===== src/rtl/rs232_avalon_slave.sv =====
// Avalon-MM slave bridging a byte-stream UART core through RX/TX FIFOs.
// Every access costs exactly one wait state; status flags are sticky until read.
module rs232_fifo #(
  parameter int DEPTH = 4
) (
  input  logic       clk_i,
  input  logic       rst_i,
  input  logic       push_i,
  input  logic [7:0] data_i,
  input  logic       pop_i,
  output logic [7:0] head_o,
  output logic       empty_o,
  output logic       full_o
);
  localparam int AW = $clog2(DEPTH);
  localparam int CW = AW + 1;

  logic [7:0]    mem_q [DEPTH];
  logic [AW-1:0] wr_q;
  logic [AW-1:0] rd_q;
  logic [CW-1:0] cnt_q;
  logic          do_push;
  logic          do_pop;

  assign empty_o = (cnt_q == '0);
  assign full_o  = (cnt_q == CW'(DEPTH));
  assign head_o  = mem_q[rd_q];
  assign do_push = push_i & ~full_o;
  assign do_pop  = pop_i & ~empty_o;

  always_ff @(posedge clk_i) begin
    if (do_push) begin
      mem_q[wr_q] <= data_i;
    end
  end

  always_ff @(posedge clk_i) begin
    if (rst_i) begin
      wr_q  <= '0;
      rd_q  <= '0;
      cnt_q <= '0;
    end else begin
      if (do_push) wr_q <= wr_q + 1'b1;
      if (do_pop)  rd_q <= rd_q + 1'b1;
      case ({do_push, do_pop})
        2'b10:   cnt_q <= cnt_q + 1'b1;
        2'b01:   cnt_q <= cnt_q - 1'b1;
        default: cnt_q <= cnt_q;
      endcase
    end
  end
endmodule

module rs232_avalon_slave #(
  parameter int FIFO_DEPTH = 4
) (
  input  logic        avm_clk,
  input  logic        avm_rst,
  input  logic [4:0]  avm_address,
  input  logic        avm_read,
  input  logic        avm_write,
  input  logic [31:0] avm_writedata,
  output logic [31:0] avm_readdata,
  output logic        avm_waitrequest,
  input  logic [7:0]  i_rx_data,
  input  logic        i_rx_valid,
  output logic        o_rx_ready,
  output logic [7:0]  o_tx_data,
  output logic        o_tx_valid,
  input  logic        i_tx_ready
);
  localparam logic [4:0] ADDR_RX = 5'd0;
  localparam logic [4:0] ADDR_TX = 5'd4;
  localparam logic [4:0] ADDR_ST = 5'd8;

  logic        ack_q, ack_d;
  logic        rx_ok_q, rx_ok_d;
  logic        under_q, under_d;
  logic        over_q, over_d;
  logic [31:0] rdata_q, rdata_d;
  logic [31:0] rmux;

  logic       req, setup, done;
  logic       rd_rx, rd_st, wr_tx;
  logic [7:0] rx_head;
  logic       rx_empty, rx_full;
  logic       tx_empty, tx_full;
  logic       rx_push, tx_pop;
  logic       unused_wdata;

  assign unused_wdata = ^avm_writedata[31:8];

  assign req   = avm_read | avm_write;
  assign setup = req & ~ack_q;
  assign done  = req & ack_q;

  // write wins when both strobes are high
  assign rd_rx = done & ~avm_write & (avm_address == ADDR_RX);
  assign rd_st = done & ~avm_write & (avm_address == ADDR_ST);
  assign wr_tx = done & avm_write & (avm_address == ADDR_TX);

  assign avm_waitrequest = avm_rst | setup;
  assign avm_readdata    = rdata_q;
  assign o_rx_ready      = ~avm_rst & ~rx_full;
  assign o_tx_valid      = ~avm_rst & ~tx_empty;
  assign rx_push         = i_rx_valid & o_rx_ready;
  assign tx_pop          = o_tx_valid & i_tx_ready;

  rs232_fifo #(.DEPTH(FIFO_DEPTH)) u_rx (
    .clk_i  (avm_clk),
    .rst_i  (avm_rst),
    .push_i (rx_push),
    .data_i (i_rx_data),
    .pop_i  (rd_rx & rx_ok_q),
    .head_o (rx_head),
    .empty_o(rx_empty),
    .full_o (rx_full)
  );

  rs232_fifo #(.DEPTH(FIFO_DEPTH)) u_tx (
    .clk_i  (avm_clk),
    .rst_i  (avm_rst),
    .push_i (wr_tx),
    .data_i (avm_writedata[7:0]),
    .pop_i  (tx_pop),
    .head_o (o_tx_data),
    .empty_o(tx_empty),
    .full_o (tx_full)
  );

  always_comb begin
    rmux = '0;
    case (avm_address)
      ADDR_RX: rmux = {24'b0, rx_empty ? 8'h00 : rx_head};
      ADDR_ST: rmux = {24'b0, ~rx_empty, ~tx_full, 4'b0,
                       under_q, over_q};
      default: rmux = '0;
    endcase
  end

  // pop decision follows the snapshot so the returned byte is the popped one
  always_comb begin
    ack_d   = setup;
    rx_ok_d = setup ? ~rx_empty : rx_ok_q;
    rdata_d = rdata_q;
    if (setup) rdata_d = avm_write ? 32'h0 : rmux;
    under_d = (rd_rx & ~rx_ok_q) | (under_q & ~rd_st);
    over_d  = (wr_tx & tx_full) | (over_q & ~rd_st);
  end

  always_ff @(posedge avm_clk) begin
    if (avm_rst) begin
      ack_q   <= 1'b0;
      rx_ok_q <= 1'b0;
      under_q <= 1'b0;
      over_q  <= 1'b0;
      rdata_q <= '0;
    end else begin
      ack_q   <= ack_d;
      rx_ok_q <= rx_ok_d;
      under_q <= under_d;
      over_q  <= over_d;
      rdata_q <= rdata_d;
    end
  end
endmodule

===== config.mk =====
export PLATFORM = sky130hd
export DESIGN_NAME = rs232_avalon_slave
export DESIGN_NICKNAME = d
export VERILOG_FILES = /design/src/rtl/rs232_avalon_slave.sv
export SDC_FILE = /design/constraint.sdc
export NUM_CORES = 1
export LEC_CHECK = 0
export CAP_MARGIN = 20
export CORE_MARGIN = 4
export CORE_UTILIZATION = 50
export DETAILED_ROUTE_END_ITERATION = 8
export GPL_TIMING_DRIVEN = 0
export PLACE_DENSITY = 0.9
export SLEW_MARGIN = 5
export SYNTH_ARGS = -nofsm -noshare
export SYNTH_HDL_FRONTEND = slang
export SYNTH_HIERARCHICAL = 1
export SYNTH_SLANG_ARGS = --single-unit

===== constraint.sdc =====
create_clock -name avm_clk -period 3.8 [get_ports avm_clk]
set_clock_uncertainty 0.15 [all_clocks]
set_input_delay 0.57 -clock avm_clk [delete_from_list [all_inputs] [get_ports avm_clk]]
set_output_delay 0.57 -clock avm_clk [all_outputs]
set_load 0.02 [all_outputs]

==> PnR_summary.wiki <==
{| class="wikitable"
! Metric !! Value
|-
| Die width || 97.3 µm
|-
| CP Data Arrival Time || 3.44 ns
|-
| Via count normalized by instance count || 4.91
|-
| Number of buffers inserted for hold repair after clock tree synthesis || 0
|-
| IO Port Bufs || 43
|-
| Post-placement worst setup slack || 0.146 ns
|-
| Pre-Repair DR Iteration Count || 4
|-
| Final min period || 3.30 ns
|-
| Area enclosed by the die boundary || 9470 µm²
|-
| Detailed Route WL || 6.73 mm
|-
| Crit path capture type || register
|-
| Hold WC Path Type || register to register
|-
| Post-synthesis adder-cell area fraction || 0.0414
|-
| Lkg Pwr || 1.70 nW
|-
| Synthesized cell area || 3990 µm²
|-
| Synth warnings || 6
|-
| Total of max-cap violations || 0
|-
| Number of antenna violations at the first check in global routing || 0
|-
| Combined area of the multi-input logic cells || 1270 µm²
|-
| Max-slew headroom || 0.592
|-
| Ratio of final minimum period to clock period || 0.869
|-
| CTS clock-pin slew for the worst setup and hold paths || 0.10 ns
|-
| Number of instances in the synthesized netlist || 272
|-
| Fraction of final layout cells sized beyond drive strength 1 || 0.192
|-
| Antenna-violating nets left || 0
|-
| Finished Layout Cells || 456
|-
| Gr usage total || 0.150
|-
| Number of global-route vias before repair || 2378
|-
| Insertion delay to the later sink of the worst-skew pair || 0.36 ns
|-
| Final Worst Setup Slack || 0.499 ns
|-
| Aggregate negative setup slack || 0 ns
|-
| Number of distinct library cells after synthesis || 38
|-
| Critical path class || input pin to register
|-
| Worst vdd ir || 0.000356 V
|-
| Compound-gate portion of the synthesized area || 0.0605
|-
| Multiplexer share of the synthesized area || 0.0954
|-
| Clock tree from TritonCTS || built
|-
| Highest attainable clock frequency || 303 MHz
|-
| Storage cell area || 2520 µm²
|-
| Antenna fix cells || 0
|-
| Transition at the pin with the smallest max-transition slack || 0.610 ns
|-
| Number of DRC violations after detailed-routing iteration 0 || 45
|-
| Io pins || 94
|-
| Combinational family with the most area after synthesis || multiplexers
|-
| Number of storage elements in the synthesis netlist || 94
|-
| Placeable Area || 7730 µm²
|-
| Mean instance size in the synthesized netlist || 14.7 µm²
|-
| CP Data Required Time || 3.94 ns
|-
| Final Util || 0.624
|-
| Critical path fanouts, max || 3
|-
| Placed cells || 440
|-
| Fill cells || 563
|-
| Area growth syn-to-layout || 20.9%
|-
| Total count of max-transition violations in the final report || 0
|-
| Num Clock Sinks || 94
|-
| Setup repair after global routing missed its margin || no
|-
| Maximum clock insertion buffer count || 2
|-
| Placed standard-cell area || 4630 µm²
|-
| Hold violation count in the final report || 0
|-
| Total non-filler cell area in the finished layout || 4820 µm²
|-
| Total power density per cell area || 384 nW/µm²
|-
| Final hold slack || 0.327 ns
|-
| Xor/xnor cell area share of the yosys netlist || 0.0132
|-
| Overflow left after global routing || 0
|-
| Maximum number of pins on one net before global-route repair || 19
|-
| Half-perimeter wire length after detailed placement || 5.15 mm
|-
| Total number of vias || 2239
|-
| Starting density of the core || 0.516
|-
| Resized cells post-CTS || 0
|-
| Height of the die || 97.3 µm
|-
| Average wire length per cell after detail routing || 14.8 µm
|-
| Share of the yosys chip area belonging to registers || 0.632
|-
| # setup viols final || 0
|-
| H-tree depth || 3
|-
| Type of element launching the critical path || input pin
|-
| Run status || finished, final reports clean
|-
| Post-layout power || 1.85 mW
|-
| Post-detailed-route DRC marker count || 0
|-
| Number of cell rows || 32
|-
| Global placer's final weighted congestion || 0.681
|-
| Count of buffers added by post-CTS timing repair for setup || 0
|-
| Cts bufs inserted || 9
|-
| First-pass GRT wire length || 11.2 mm
|-
| Simple-Gate Fraction of Synth Area || 0.0856
|-
| Clock Root Buffer || clkbuf_8
|-
| Number of nets in the layout || 412
|}
cell families (layout without fill, tap and decap cells):
| family | after synthesis | after routing |
|---|---|---|
| buf+inv | 50 | 109 |
| flops | 94 | 94 |
| simple gates | 58 | 58 |
| mux | 18 | 18 |
| compound gates | 33 | 33 |
| xor+xnor | 6 | 6 |
| other cells | 1 | 24 |
| fa+ha+maj | 12 | 12 |
Yosys cell counts, drive strengths merged:
cell,n,area [µm²]
inv,18,67.6
a22oi,2,15.0
nand2b,5,31.3
nor3b,2,25.0
nor2b,2,12.5
nor2,20,75.1
a211oi,1,7.51
buf,30,205
o21a,2,15.0
or3,6,37.5
o21ai,6,30.0
xor2,6,52.6
a41oi,1,8.76
nor3,3,36.3
or4b,1,13.8
dfxtp,30,601
and2,11,68.8
conb,1,3.75
ha,10,125
fa,2,40.0
o21ba,1,10.0
nand2,3,11.3
and3,1,6.26
mux4,16,360
o2bb2ai,3,26.3
mux2i,2,20.0
nor4,3,18.8
edfxtp,64,1920
a21oi,9,45.0
clkbuf,2,8.75
a32o,5,50.1
a22o,1,8.76
o31ai,2,25.0
nand3,1,5.00
layer usage:
layer / track usage / routed length, µm / up-vias
met2: 0.280 / 3730 / 57
met5: 0 / 0 / -
met3: 0.0560 / 451 / 12
met4: 0.0522 / 107 / 0
li1: - / - / 1105
met1: 0.153 / 2440 / 1065
power breakdown:
| group | internal (mW) | switching (mW) |
|---|---|---|
| logic | 0.0593 | 0.0667 |
| registers | 1.10 | 0.00757 |
| clock network | 0.253 | 0.365 |
| total | 1.41 | 0.439 |
layout by cell type (no fill, tap or decap), types with 3 or more instances in the layout:
cell type / instances
inv_1: 18
and2_1: 11
xor2_1: 6
nor4_1: 3
a32o_1: 5
mux4_2: 16
clkdlybuf4s50_1: 43
nand2_1: 3
o2bb2ai_1: 3
a21oi_1: 9
buf_1: 4
conb_1: 24
ha_1: 10
buf_4: 24
inv_8: 3
clkbuf_8: 9
or3_1: 6
dfxtp_1: 30
edfxtp_1: 64
o21ai_0: 6
nand2b_1: 5
nor2_1: 20
area by class of cell:
cell class / count / area share
buffer: 32 / 0.0444
timing repair buffer: 43 / 0.0892
clock inverter: 7 / 0.0137
sequential: 94 / 0.523
multi-input combinational: 151 / 0.264
inverter: 18 / 0.0140
tap: 102 / 0.0265
clock buffer: 9 / 0.0257
state kept, by name, summed over array words and instances (netlist names), named ones only:
name	cells
u_rx/mem_q	32
avm_readdata	8
u_tx/mem_q	32
u_tx/wr_q	2
u_tx/rd_q	2
under_q	1
over_q	1
rx_ok_q	1
u_rx/wr_q	2
ack_q	1
u_tx/cnt_q	3
u_rx/rd_q	2
u_rx/cnt_q	3
worst paths after layout:
| check | start | end | slack (ns) | cells after the start |
|---|---|---|---|---|
| max reg2reg | ack_q | u_rx/cnt_q[2] | 0.83 | 11 |
| min | avm_readdata[6] | avm_readdata[6] | 0.33 | 1 |
| min reg2reg | avm_readdata[6] | avm_readdata[6] | 0.33 | 1 |
| max | avm_address[1] | u_rx/cnt_q[2] | 0.50 | 12 |
worst max-delay path: stages:
cell             delay (ns)
clkdlybuf4s50_1        0.44
or4b_4                 0.60
nor4_1                 0.26
and2_1                 0.22
o31ai_2                0.10
inv_1                  0.07
ha_1                   0.16
inv_1                  0.06
fa_1                   0.37
xor2_1                 0.16
or3_1                  0.30
a21oi_1                0.14
(Power assumes the default switching activity.)
